File: config.mk
export PLATFORM = sky130hd
export DESIGN_NAME = accelbrot_dispatch
export DESIGN_NICKNAME = d
export VERILOG_FILES = /design/src/rtl/accelbrot_pkg.sv /design/src/rtl/accelbrot_rr_arb.sv /design/src/rtl/accelbrot_dispatch.sv
export SDC_FILE = /design/constraint.sdc
export NUM_CORES = 1
export LEC_CHECK = 0
export CAP_MARGIN = 10
export CORE_AREA = 2 2 232 234
export CTS_CLUSTER_DIAMETER = 150
export DETAILED_ROUTE_END_ITERATION = 16
export DIE_AREA = 0 0 234 236
export GPL_TIMING_DRIVEN = 0
export PLACE_DENSITY_LB_ADDON = 0.08
export SYNTH_ARGS = -nofsm -noshare
export SYNTH_HDL_FRONTEND = slang
export SYNTH_HIERARCHICAL = 1
export SYNTH_SLANG_ARGS = --single-unit
File: constraint.sdc
create_clock -name clk -period 4.05 [get_ports clk]
set_clock_uncertainty 0.2 [all_clocks]
set_input_delay 0.405 -clock clk [delete_from_list [all_inputs] [get_ports clk]]
set_output_delay 0.405 -clock clk [all_outputs]
set_load 0.02 [all_outputs]
File: src/rtl/accelbrot_pkg.sv
// Shared types and helpers for the accelbrot task dispatcher.
package accelbrot_pkg;

    typedef enum logic {
        SEEK  = 1'b0,
        BURST = 1'b1
    } disp_state_t;

    // Widest request vector rr_pick accepts.
    localparam int unsigned RR_MAX = 32;

    // First set bit of req[n-1:0] scanning upward from last+1 (mod n).
    // Returns last when req is empty.
    function automatic int unsigned rr_pick(input logic [RR_MAX-1:0] req,
                                            input int unsigned      last,
                                            input int unsigned      n);
        int unsigned idx;
        logic        found;
        rr_pick = last;
        found   = 1'b0;
        for (int unsigned i = 1; i <= n; i++) begin
            idx = (last + i) % n;
            if (!found && req[idx]) begin
                rr_pick = idx;
                found   = 1'b1;
            end
        end
    endfunction

endpackage

File: src/rtl/accelbrot_rr_arb.sv
// Round-robin arbiter with a registered last-grant pointer.
module accelbrot_rr_arb
    import accelbrot_pkg::*;
#(
    parameter int unsigned  N  = 3,
    localparam int unsigned IW = (N > 1) ? $clog2(N) : 1
) (
    input  logic          clk,
    input  logic          rstn,
    input  logic [N-1:0]  req,
    input  logic          adv,
    output logic [IW-1:0] gnt_idx,
    output logic [N-1:0]  gnt,
    output logic          any
);

    logic [IW-1:0] last;

    // Winner is the first requester after the last granted index.
    always_comb begin
        logic [RR_MAX-1:0] req_w;
        req_w          = '0;
        req_w[N-1:0]   = req;
        any            = |req;
        gnt_idx        = IW'(rr_pick(req_w, 32'(last), N));
        gnt            = any ? (N'(1) << gnt_idx) : '0;
    end

    // Pointer moves to the winner only when the grant is taken.
    always_ff @(posedge clk) begin
        if (!rstn)
            last <= IW'(N - 1);
        else if (adv && any)
            last <= gnt_idx;
    end

endmodule

File: src/rtl/accelbrot_dispatch.sv
// Distributes whole word-serial tasks across iteration cores, merges
// core exits into one stream and tracks per-core in-flight credit.
module accelbrot_dispatch
    import accelbrot_pkg::*;
#(
    parameter int unsigned  NCORES     = 3,
    parameter int unsigned  NWORDS     = 8,
    parameter int unsigned  WWIDTH     = 34,
    parameter int unsigned  TWIDTH     = 24,
    parameter int unsigned  CWIDTH     = 20,
    parameter int unsigned  CORE_SLOTS = 16,
    localparam int unsigned CRWIDTH    = $clog2(CORE_SLOTS + 1)
) (
    input  logic                     clk,
    input  logic                     rstn,
    input  logic [WWIDTH-1:0]        in_a,
    input  logic [WWIDTH-1:0]        in_b,
    input  logic [TWIDTH-1:0]        in_tag,
    input  logic                     in_start,
    input  logic                     in_valid,
    output logic                     in_bp,
    output logic [NCORES*WWIDTH-1:0] core_a,
    output logic [NCORES*WWIDTH-1:0] core_b,
    output logic [NCORES*TWIDTH-1:0] core_tag,
    output logic [NCORES-1:0]        core_start,
    output logic [NCORES-1:0]        core_valid,
    input  logic [NCORES-1:0]        core_bp,
    input  logic [NCORES*TWIDTH-1:0] cx_tag,
    input  logic [NCORES*CWIDTH-1:0] cx_count,
    input  logic [NCORES-1:0]        cx_valid,
    output logic [NCORES-1:0]        cx_ready,
    output logic [TWIDTH-1:0]        exit_tag,
    output logic [CWIDTH-1:0]        exit_count,
    output logic                     exit_valid,
    input  logic                     exit_ready,
    output logic [31:0]              sts_inflight,
    output logic                     sts_proto_err
);

    localparam int unsigned  IW      = (NCORES > 1) ? $clog2(NCORES) : 1;
    localparam int unsigned  WCW     = $clog2(NWORDS + 1);
    localparam logic [CRWIDTH-1:0] SLOTS_C = CRWIDTH'(CORE_SLOTS);

    disp_state_t         state;
    logic [IW-1:0]       locked;
    logic [WCW-1:0]      wcnt;
    logic [CRWIDTH-1:0]  credit [NCORES];

    logic [WWIDTH-1:0]   fwd_a, fwd_b;
    logic [TWIDTH-1:0]   fwd_tag;
    logic                fwd_start;
    logic [NCORES-1:0]   fwd_valid;

    logic [NCORES-1:0]   cand, d_gnt, e_gnt, inc_vec;
    logic [IW-1:0]       d_idx, e_idx;
    logic                d_any, e_any;
    logic                xfer, start_take, e_take, err_set;
    logic [31:0]         credit_sum;

    accelbrot_rr_arb #(.N(NCORES)) u_disp_arb (
        .clk     (clk),
        .rstn    (rstn),
        .req     (cand),
        .adv     (start_take),
        .gnt_idx (d_idx),
        .gnt     (d_gnt),
        .any     (d_any)
    );

    accelbrot_rr_arb #(.N(NCORES)) u_exit_arb (
        .clk     (clk),
        .rstn    (rstn),
        .req     (cx_valid),
        .adv     (e_take),
        .gnt_idx (e_idx),
        .gnt     (e_gnt),
        .any     (e_any)
    );

    // Candidate cores, input back-pressure, handshakes and error sources.
    always_comb begin
        logic underflow;
        underflow = 1'b0;
        for (int unsigned k = 0; k < NCORES; k++)
            cand[k] = (credit[k] < SLOTS_C) && !core_bp[k];

        if (!rstn)
            in_bp = 1'b1;
        else if (state == SEEK)
            in_bp = !d_any;
        else
            in_bp = core_bp[locked];

        xfer       = in_valid && !in_bp;
        start_take = xfer && in_start && d_any;
        e_take     = rstn && (!exit_valid || exit_ready) && e_any;
        cx_ready   = e_take ? e_gnt : '0;

        for (int unsigned k = 0; k < NCORES; k++) begin
            inc_vec[k] = start_take && (d_idx == IW'(k));
            if (cx_ready[k] && !inc_vec[k] && (credit[k] == '0))
                underflow = 1'b1;
        end

        err_set = (xfer && (state == SEEK) && !in_start)
               || (xfer && (state == BURST) && in_start)
               || underflow;

        credit_sum = '0;
        for (int unsigned k = 0; k < NCORES; k++)
            credit_sum = credit_sum + 32'(credit[k]);
    end

    // Dispatch FSM: a start beat always reselects a core, so a start seen
    // mid-burst abandons the old task and begins a fresh one.
    always_ff @(posedge clk) begin
        if (!rstn) begin
            state     <= SEEK;
            locked    <= '0;
            wcnt      <= '0;
            fwd_valid <= '0;
        end else begin
            fwd_valid <= '0;
            if (xfer) begin
                if (in_start) begin
                    if (d_any) begin
                        fwd_valid <= d_gnt;
                        locked    <= d_idx;
                        if (NWORDS == 1) begin
                            state <= SEEK;
                            wcnt  <= '0;
                        end else begin
                            state <= BURST;
                            wcnt  <= WCW'(1);
                        end
                    end else begin
                        state <= SEEK;
                    end
                end else if (state == BURST) begin
                    fwd_valid <= NCORES'(1) << locked;
                    wcnt      <= wcnt + 1'b1;
                    if (wcnt == WCW'(NWORDS - 1))
                        state <= SEEK;
                end
            end
        end
    end

    // Beat payload register shared by all lanes.
    always_ff @(posedge clk) begin
        if (xfer) begin
            fwd_a     <= in_a;
            fwd_b     <= in_b;
            fwd_tag   <= in_tag;
            fwd_start <= in_start;
        end
    end

    assign core_a     = {NCORES{fwd_a}};
    assign core_b     = {NCORES{fwd_b}};
    assign core_tag   = {NCORES{fwd_tag}};
    assign core_start = {NCORES{fwd_start}};
    assign core_valid = fwd_valid;

    // One-entry exit register, reloaded on the same cycle it drains.
    always_ff @(posedge clk) begin
        if (!rstn) begin
            exit_valid <= 1'b0;
            exit_tag   <= '0;
            exit_count <= '0;
        end else if (e_take) begin
            exit_valid <= 1'b1;
            exit_tag   <= cx_tag[e_idx*TWIDTH +: TWIDTH];
            exit_count <= cx_count[e_idx*CWIDTH +: CWIDTH];
        end else if (exit_ready) begin
            exit_valid <= 1'b0;
        end
    end

    // Per-core credit, in-flight total and sticky protocol error.
    always_ff @(posedge clk) begin
        if (!rstn) begin
            for (int unsigned k = 0; k < NCORES; k++)
                credit[k] <= '0;
            sts_inflight  <= '0;
            sts_proto_err <= 1'b0;
        end else begin
            for (int unsigned k = 0; k < NCORES; k++) begin
                if (inc_vec[k] && !cx_ready[k])
                    credit[k] <= credit[k] + 1'b1;
                else if (cx_ready[k] && !inc_vec[k] && (credit[k] != '0))
                    credit[k] <= credit[k] - 1'b1;
            end
            sts_inflight <= credit_sum;
            if (err_set)
                sts_proto_err <= 1'b1;
        end
    end

endmodule

# ---- Yosys cells after proc, flatten, opt, wreduce, memory -nomap -nowiden
# Memories as Yosys holds them, arrays and structs flattened.
# Cells that the tools add are included.
dict set report totals {
  n_memories 1
  elab_cells 203
  register_bits 185
  ram_bits 15
  input_bits 235
}
dict set report op_classes {
  div_mod_pow 6
  n_shift 5
  mux 71
  reduce_logical 67
  n_lt_le_gt_ge 10
  n_eq_ne 4
  n_mul 2
  add_sub_neg 15
  bitwise 7
}
# name depth width read_ports rd_ports_with_merged_regs wr line
set memory_table {}
lappend memory_table {credit 3 5 3 0 3 accelbrot_dispatch.sv:47} ;# logic [CRWIDTH-1:0] credit [NCORES];
# operator count
set op_table {}
lappend op_table {{< comparator 32 x 6 -> 1 bit, second input constant} 6}
lappend op_table {{modulo 32 x 2 -> 32 bit, second input constant} 6}
lappend op_table {{variable part select 72 x 8 -> 24 bit} 1}
lappend op_table {{variable part select 60 x 8 -> 20 bit} 1}
lappend op_table {{2-to-1 mux 1 bit} 44}
lappend op_table {{logical AND 1 bit} 33}
lappend op_table {{binary-select mux 1 bit (select 5 bit)} 6}
lappend op_table {{2-to-1 mux 5 bit} 6}
lappend op_table {{logical NOT 1 bit} 17}
lappend op_table {{adder 5 x 1 -> 5 bit, second input constant} 3}
lappend op_table {{logical NOT 5 bit} 3}
lappend op_table {{< comparator 5 bit, second input constant} 3}
lappend op_table {{2-to-1 mux 3 bit} 5}
lappend op_table {{nonzero test 5 bit} 3}
lappend op_table {{subtractor 5 x 1 -> 5 bit, second input constant} 3}
lappend op_table {{adder 2 x 2 -> 3 bit, second input constant} 4}
lappend op_table {{2-to-1 mux 2 bit} 6}
lappend op_table {{2-to-1 mux 4 bit} 3}
lappend op_table {{left shift 1 x 2 -> 3 bit, first input constant} 3}
lappend op_table {{adder 6 x 5 -> 7 bit} 1}
lappend op_table {{adder 2 x 1 -> 3 bit, second input constant} 2}
lappend op_table {{adder 5 x 5 -> 6 bit} 1}
lappend op_table {{OR 1 bit} 6}
lappend op_table {{AND reduction 3 bit} 2}
lappend op_table {{15 further kinds} 19}

# ---- Depth between registers and ports, before layout
# Gate-level depths: netlist of run 1.
# An unclocked memory read counts as a cell.
dict set report depth {
  word_depth 22
  mapped_depth 19
}

# ---- By module
# Netlist of run 1, hierarchy kept.
# mod seq_area_each_um2 area_per_inst_um2 n_inst cells_per_inst
set by_module_without_submodules {}
lappend by_module_without_submodules {accelbrot_dispatch 4504.3 8926.1 1 846}
lappend by_module_without_submodules {accelbrot_rr_arb 40.0 581.8 2 65}

# ---- Least setup slack after synthesis of run 1
# OpenSTA, ideal clock, no wires.
dict set report synth_timing {
  path_kind {flip-flop to flip-flop}
  startpoint {register u_disp_arb.last[0]}
  endpoint {memory credit[1][4] (netlist name) (data pin)}
  t_arrival_ns 3.870
  required_time_ns 3.584
  slack_ns -0.286
  path_buffers 0
  setup_time_ns 0.266
  path_stages_with_launch 20
  synth_period_minus_slack_ns 4.336
  cell_sequence {dfxtp_1 > inv_1 > ha_1 > inv_1 > ha_1 > nor2b_1 > a2bb2oi_2 > and3_4 > o31ai_4 > and4b_1 > and2_1 > a211oi_2 > inv_1 > fa_1 > inv_1 > a21o_1 > a21oi_1 > xnor2_1 > xnor2_1 > nor2_1}
}
# item line
set synth_lines {}
lappend synth_lines {{start: declaration} accelbrot_rr_arb.sv:17} ;# logic [IW-1:0] last;
lappend synth_lines {{start signal: assignment} accelbrot_rr_arb.sv:32} ;# last <= IW'(N - 1);
lappend synth_lines {{start signal: assignment} accelbrot_rr_arb.sv:34} ;# last <= gnt_idx;
lappend synth_lines {{end: declaration} accelbrot_dispatch.sv:47}

==> impl_metrics.json, run 1 <==
{
  "crit_family": "compound AO/OA/AOI/OAI gates",
  "tritoncts": "yes",
  "syn-instance-count": 976,
  "outcome": "complete, no violations",
  "cts_sinks": 175,
  "relSlewSlack_pct": 50.3,
  "dp.final_hpwl_um": 35300,
  "worst_hold_path.num_cells": 1,
  "yosysUniqueCellTypes": 68,
  "drt_iter0_drc": 283,
  "hold_path.class": "input pin to flip-flop",
  "clock_path_buffers": 2,
  "power.density_nw_per_um2": 527,
  "required_ps": 4080,
  "area_growth_syn_to_layout_pct": 78.1,
  "slowest_stage": "dfxtp_4",
  "synth_seq_area_share_pct": 45.4,
  "r2r_end": "credit[2][3]",
  "crit_arrival_ps": 4030,
  "dieArea_um2": 55200,
  "cts_buffers": 17,
  "cts-root-buf": "clkbuf_16",
  "clk_latency_ps": 480,
  "synthTopCellsByCount": "buf_4, edfxtp_1, nor2_1",
  "holdPathEnd": "fwd_a[31]",
  "port-buffer-count": 573,
  "clk_pin_slew_ps": 70,
  "ir_worst_vdd_mv": 0.349,
  "nNetsFinal": 1901,
  "wl_per_cell_um": 18.2,
  "total_power_uw": 9460,
  "hp-start": "in_a[31]",
  "p_leak_uw": 0.00709,
  "synth_edf_count": 108,
  "layout_min_cycle_time_ps": 4000,
  "path_class": "flip-flop to flip-flop",
  "ys_warn_count": 6,
  "gp_congestion": 0.796,
  "rsz0062_at_grt": "yes",
  "firstDrtPassIters": 4,
  "reg2reg_slack_ps": 50,
  "htreeDepth": 4,
  "worstMarginPinSlew_ps": 745,
  "start_util_pct": 19.0,
  "synth_area_per_cell_um2": 10.3,
  "synth-async-reset-ratio_pct": 0,
  "drc": 0,
  "synth.most_common_cell": "buf_4",
  "core_um2": 53100,
  "fin_crit_sh_pct": 98.7,
  "worst-r2r-cell-count": 14,
  "ant_nets": 0,
  "slowest_delay_ps": 430,
  "via_per_inst": 3.86,
  "dp_cells": 2271,
  "cp_cell_sequence": "clkinvlp_4 -> ha_4 -> mux2_4 -> and2_4 -> a2111oi_4 -> o31ai_4 -> and4b_2 -> and2_4 -> a211oi_4 -> buf_6 -> a2111oi_4 -> buf_4 -> o22ai_2 -> a221o_1",
  "cp_max_fo": 8,
  "die_x_um": 234,
  "num_vias": 9026,
  "grt_max_degree": 40,
  "grt_pass1_wl_um": 58800,
  "layoutNonFillerInstCount": 2338,
  "antenna_found_initial": 10,
  "end_kind": "flip-flop",
  "fmax_ghz": 0.250,
  "finalSetupViolations": 0,
  "postCtsHoldBufs": 0,
  "io_pins": 599,
  "slew_viol_final": 0,
  "wl_um": 42600,
  "synth-main-ff-cell": "edfxtp_1",
  "rows": 85,
  "ys_seq_elements": 175,
  "worstReg2RegStart": "u_disp_arb/last[1]",
  "drive_gt1_share_pct": 22.7,
  "grtUsageTotal_pct": 14.9,
  "synth_top_area_share_pct": 32.1,
  "grt_overflow": 0,
  "dieHeight_um": 236,
  "grt_pass1_vias": 8614,
  "drv_cap": 0,
  "post-route-util_pct": 33.9,
  "syn_area_um2": 10100,
  "path_buf_inv": 3,
  "start_kind": "flip-flop",
  "synth_area_leader_cell": "edfxtp_1",
  "synth_area_leaders": "edfxtp_1, buf_4, dfxtp_1",
  "hold_viol_final": 0
}
## routing by layer
metal  up-vias  global-route usage, %  routed length (um)
li1       4475                      -                   -
met1      4191                   15.0               15400
met2       319                   27.9               23000
met3        39                   5.78                3470
met4         2                   4.55                 735
met5         -                      0                  12
## cell usage in the layout (no fill, tap or decap), types with 8 or more instances in the layout
master and instances:
mux2i_1 46, nor2_1 81, clkbuf_16 17, buf_4 241, edfxtp_1 108, clkdlybuf4s50_1 571
ha_1 23, o21ai_0 54, nand3_1 50, nor2b_1 8, a21oi_1 63, clkbuf_1 28
ha_4 8, nand2_1 21, dfxtp_1 63, inv_1 32, conb_1 25
## power breakdown
part | switching, uW | internal (uW)
sequential | 328 | 2350
combinational | 2760 | 2430
clock | 768 | 832
total | 3850 | 5610
## area by class of cell
| cell class | instances | area, um^2 |
|---|---|---|
| fillers | 5498 | 35100 |
| repair buffers | 608 | 6030 |
| flip-flops and latches | 175 | 4600 |
| multi-input cells | 533 | 3980 |
| plain buffers | 250 | 1780 |
| well taps | 696 | 871 |
| clock buffers | 19 | 433 |
| inverters | 42 | 180 |
| clock inverters | 13 | 96.3 |
| diodes | 2 | 5.00 |
## flip-flops by register name (all words and copies together) (netlist names)
register,flops
exit_valid,1
u_disp_arb/last,2
sts_inflight,7
state,1
u_exit_arb/last,2
exit_count,20
locked,2
wcnt,4
exit_tag,24
fwd_a,34
fwd_b,34
core_valid,3
sts_proto_err,1
credit,15
fwd_start,1
fwd_tag,24
## metrics by stage
step                      TNS, ps  hold WS (ps)  setup slack [ps]  cell area (um^2)
final                           0           272              51.8             18000
after global routing         -660           218              -156             18000
after CTS                       0           213              7.58             17500
after detailed placement   -20090           261              -792             16800
after global placement    -133480           256             -1510             16800
after floorplan              -282           266              -198             10200
## worst max path at each step
stage / slack [ps] / cells after the start / end / start
2_1_floorplan: -200 / 19 / credit[1][4] / u_disp_arb/last[0]
3_3_place_gp: -1510 / 11 / sts_proto_err / core_bp[2]
3_5_place_dp: -790 / 17 / credit[1][4] / core_bp[1]
4_1_cts: 8 / 19 / credit[1][4] / u_disp_arb/last[0]
5_1_grt: -160 / 18 / credit[1][4] / u_disp_arb/last[1]
6_report: 50 / 14 / credit[2][3] / u_disp_arb/last[1]
## repair_timing
action,in CTS,in global routing
gates resized for setup,30,66
pin swaps,10,25
buffers inserted,11,23
endpoints found under the setup margin,67,14
## cells by family after synthesis
group	synth area share (%)
buffers and inverters	18.9
XOR/XNOR	0.955
AO/OA/AOI/OAI	12.4
adder cells (fa/ha/maj)	5.43
flip-flops	45.4
AND/OR/NAND/NOR	11.6
multiplexers	5.21
other	0.0372
No activity file was read; power rests on OpenSTA's default activity.
==> inputs of run 2 (changes only) <==
--- a/config.mk
+++ b/config.mk
@@ -5,11 +5,12 @@
 export SDC_FILE = /design/constraint.sdc
 export NUM_CORES = 1
 export LEC_CHECK = 0
+export ABC_AREA = 1
 export CAP_MARGIN = 10
-export CORE_AREA = 2 2 232 234
+export CORE_AREA = 2 2 230 232
 export CTS_CLUSTER_DIAMETER = 150
 export DETAILED_ROUTE_END_ITERATION = 16
-export DIE_AREA = 0 0 234 236
+export DIE_AREA = 0 0 232 234
 export GPL_TIMING_DRIVEN = 0
 export PLACE_DENSITY_LB_ADDON = 0.08
 export SYNTH_ARGS = -nofsm -noshare
==> run 2 against run 1 <==
Critical path depth up 9. Clock power grew 9%. Count of clock-buffer cells in the layout did not move. Area after synthesis down 1.1%. Utilization is 0.52 points lower. Routed wire length down 1.3%. Total power fell by 17%. Combinational power shrank 29%. Via count increased by 1.7%.
==> impl_metrics.json, run 2 <==
{
  "outcome": "complete, no violations",
  "clk_pin_slew_ps": 70,
  "die_x_um": 232,
  "via_per_inst": 3.80,
  "synth.most_common_cell": "buf_4",
  "grt_pass1_vias": 8783,
  "clock_path_buffers": 2,
  "synth_edf_count": 108,
  "ant_nets": 0,
  "post-route-util_pct": 33.3,
  "crit_arrival_ps": 3840,
  "power.density_nw_per_um2": 452,
  "syn_area_um2": 9980,
  "synth_area_per_cell_um2": 9.16,
  "finalSetupTns_ps": 0,
  "gp_congestion": 0.798,
  "worst_hold_path.num_cells": 1,
  "wl_um": 42000,
  "worst-r2r-cell-count": 23,
  "layoutNonFillerInstCount": 2413,
  "dieArea_um2": 54300,
  "required_ps": 4100,
  "grt_max_degree": 68,
  "p_leak_uw": 0.00712,
  "fin_crit_sh_pct": 93.6,
  "tritoncts": "yes",
  "core_um2": 52000,
  "total_power_uw": 7840,
  "nNetsFinal": 1980,
  "start_util_pct": 19.2,
  "ir_worst_vdd_mv": 0.309,
  "synth_top_area_share_pct": 32.5,
  "synth_area_leader_cell": "edfxtp_1",
  "firstDrtPassIters": 4,
  "reg2reg_slack_ps": 260,
  "rows": 84,
  "slew_viol_final": 0,
  "postCtsHoldBufs": 0,
  "hp-start": "in_b[21]",
  "layout_common_cells": "clkdlybuf4s50_1, buf_4, a21oi_1",
  "hold_slack_ps": 274,
  "grt_pass1_wl_um": 58600,
  "drc": 0,
  "relSlewSlack_pct": 53.9,
  "final_common_cell": "clkdlybuf4s50_1",
  "postCtsSetupBuffers": 0,
  "htreeDepth": 4,
  "drv_cap": 0,
  "cp_max_fo": 7,
  "syn-instance-count": 1089,
  "dp_cells": 2375,
  "drive_gt1_share_pct": 19.1,
  "grt_overflow": 0,
  "rsz0062_at_grt": "yes",
  "io_pins": 599,
  "fmax_ghz": 0.264,
  "synth-main-ff-cell": "edfxtp_1",
  "dp.final_hpwl_um": 35200,
  "end_kind": "flip-flop",
  "num_vias": 9181,
  "antenna_found_initial": 8,
  "synth_area_leaders": "edfxtp_1, buf_4, dfxtp_1",
  "start_kind": "flip-flop",
  "hold_viol_final": 0,
  "grtUsageTotal_pct": 15.1,
  "ys_seq_elements": 175,
  "dieHeight_um": 234,
  "area_growth_syn_to_layout_pct": 73.8,
  "port-buffer-count": 573,
  "synth_seq_area_share_pct": 45.9,
  "finalSetupViolations": 0,
  "holdPathEnd": "fwd_b[21]",
  "clk_latency_ps": 490,
  "cts_buffers": 17,
  "cts_sinks": 175,
  "yosysUniqueCellTypes": 43,
  "wl_per_cell_um": 17.4,
  "largest_registers": "fwd_a: 34 flops, fwd_b: 34 flops",
  "r2r_end": "credit[0][4]",
  "worstReg2RegStart": "u_disp_arb/last[0]",
  "synthTopCellsByCount": "buf_4, a21oi_1, nand2_1",
  "ys_warn_count": 6,
  "hold_path.class": "input pin to flip-flop",
  "layout_min_cycle_time_ps": 3790,
  "cts-root-buf": "clkbuf_16",
  "path_class": "flip-flop to flip-flop",
  "drt_iter0_drc": 331,
  "worstMarginPinSlew_ps": 691,
  "synth-async-reset-ratio_pct": 0
}
==> run 2: changes by cell type in the layout (fill, tap and decap cells not counted), sizes merged, moves of 6 or more <==
cell and delta:
and3 -6, o21ai -43, mux2i -48, and2 -9
buf -33, nor2b -10, a21oi +136, nand2 +160
a21o -6, xor2 +6, inv +45, nor2 -44
==> run 2: area by class of cell <==
type	count	area, um^2
fill	5476	34700
sequential	175	4590
antenna	6	15.0
buffer	249	1760
clock buffer	19	454
timing repair buffer	574	5760
tap	688	861
multi-input combinational	605	3440
inverter	84	318
clock inverter	13	136
==> run 2: power breakdown <==
part	internal [uW]	switching (uW)	leakage, uW
registers	2210	230	0.00158
logic	1570	2090	0.00525
clock network	945	792	0.000289
==> run 2: what timing repair did <==
action	in CTS	in global routing
pin swaps	0	1
resized for setup	7	14
setup endpoints to repair	45	46
==> run 2: worst max-delay path, stage by stage, from the launching register on <==
cell and delay, ps:
dfxtp_2 360, inv_2 110, ha_2 210, inv_1 70, ha_1 270, nand2_1 50
nand2_1 70, nand2_2 60, nor2_4 120, nand2_4 90, nand3_1 100, nand3_1 80
nand2_1 70, o21ai_2 120, nor2_2 160, nand4_1 190, nand3_4 150, inv_1 90
ha_1 350, nand2_1 70, o21ai_1 160, xor2_1 190, xor2_1 190, a21oi_2 40
==> run 2: logic make-up (layout without fill, tap and decap cells) <==
logic type	after synthesis	count (layout)	share of synthesized area, %
other	1	31	0.0376
AOI/OAI and AO/OA	235	235	12.9
xor gates and xnor gates	13	13	1.14
adders and majority gates	39	39	5.49
DFF	175	175	45.9
and+or+nand+nor	293	293	13.7
buffers and inverters	333	939	20.8
==> run 2: per-layer routing <==
layer  wire length, um  up-vias  GRT usage [%]
li1                  -     4626              -
met1             15500     4193           15.7
met2             23000      328           28.2
met3              2830       32           4.89
met4               692        2           5.65
met5                16        -              0
==> run 2: how the worst max path moves through the flow <==
stage | start | endpoint | slack [ps] | depth (start not counted)
after floorplan | u_exit_arb/last[0] | credit[0][4] | 380 | 22
after global placement | core_bp[2] | wcnt[3] | -790 | 14
after detailed placement | u_exit_arb/last[0] | exit_count[11] | -280 | 20
after CTS | u_exit_arb/last[1] | credit[1][4] | 20 | 24
after global routing | u_disp_arb/last[0] | credit[0][4] | -90 | 23
final | u_disp_arb/last[0] | credit[0][4] | 260 | 23
==> run 2: stage by stage <==
| stage | worst slack (ps) | cell area, um^2 |
|---|---|---|
| after detailed placement | -280 | 16700 |
| final | 261 | 17300 |
| after global routing | -89.1 | 17300 |
| after floorplan | 379 | 10100 |
| after CTS | 23.5 | 17300 |
| after global placement | -794 | 16700 |
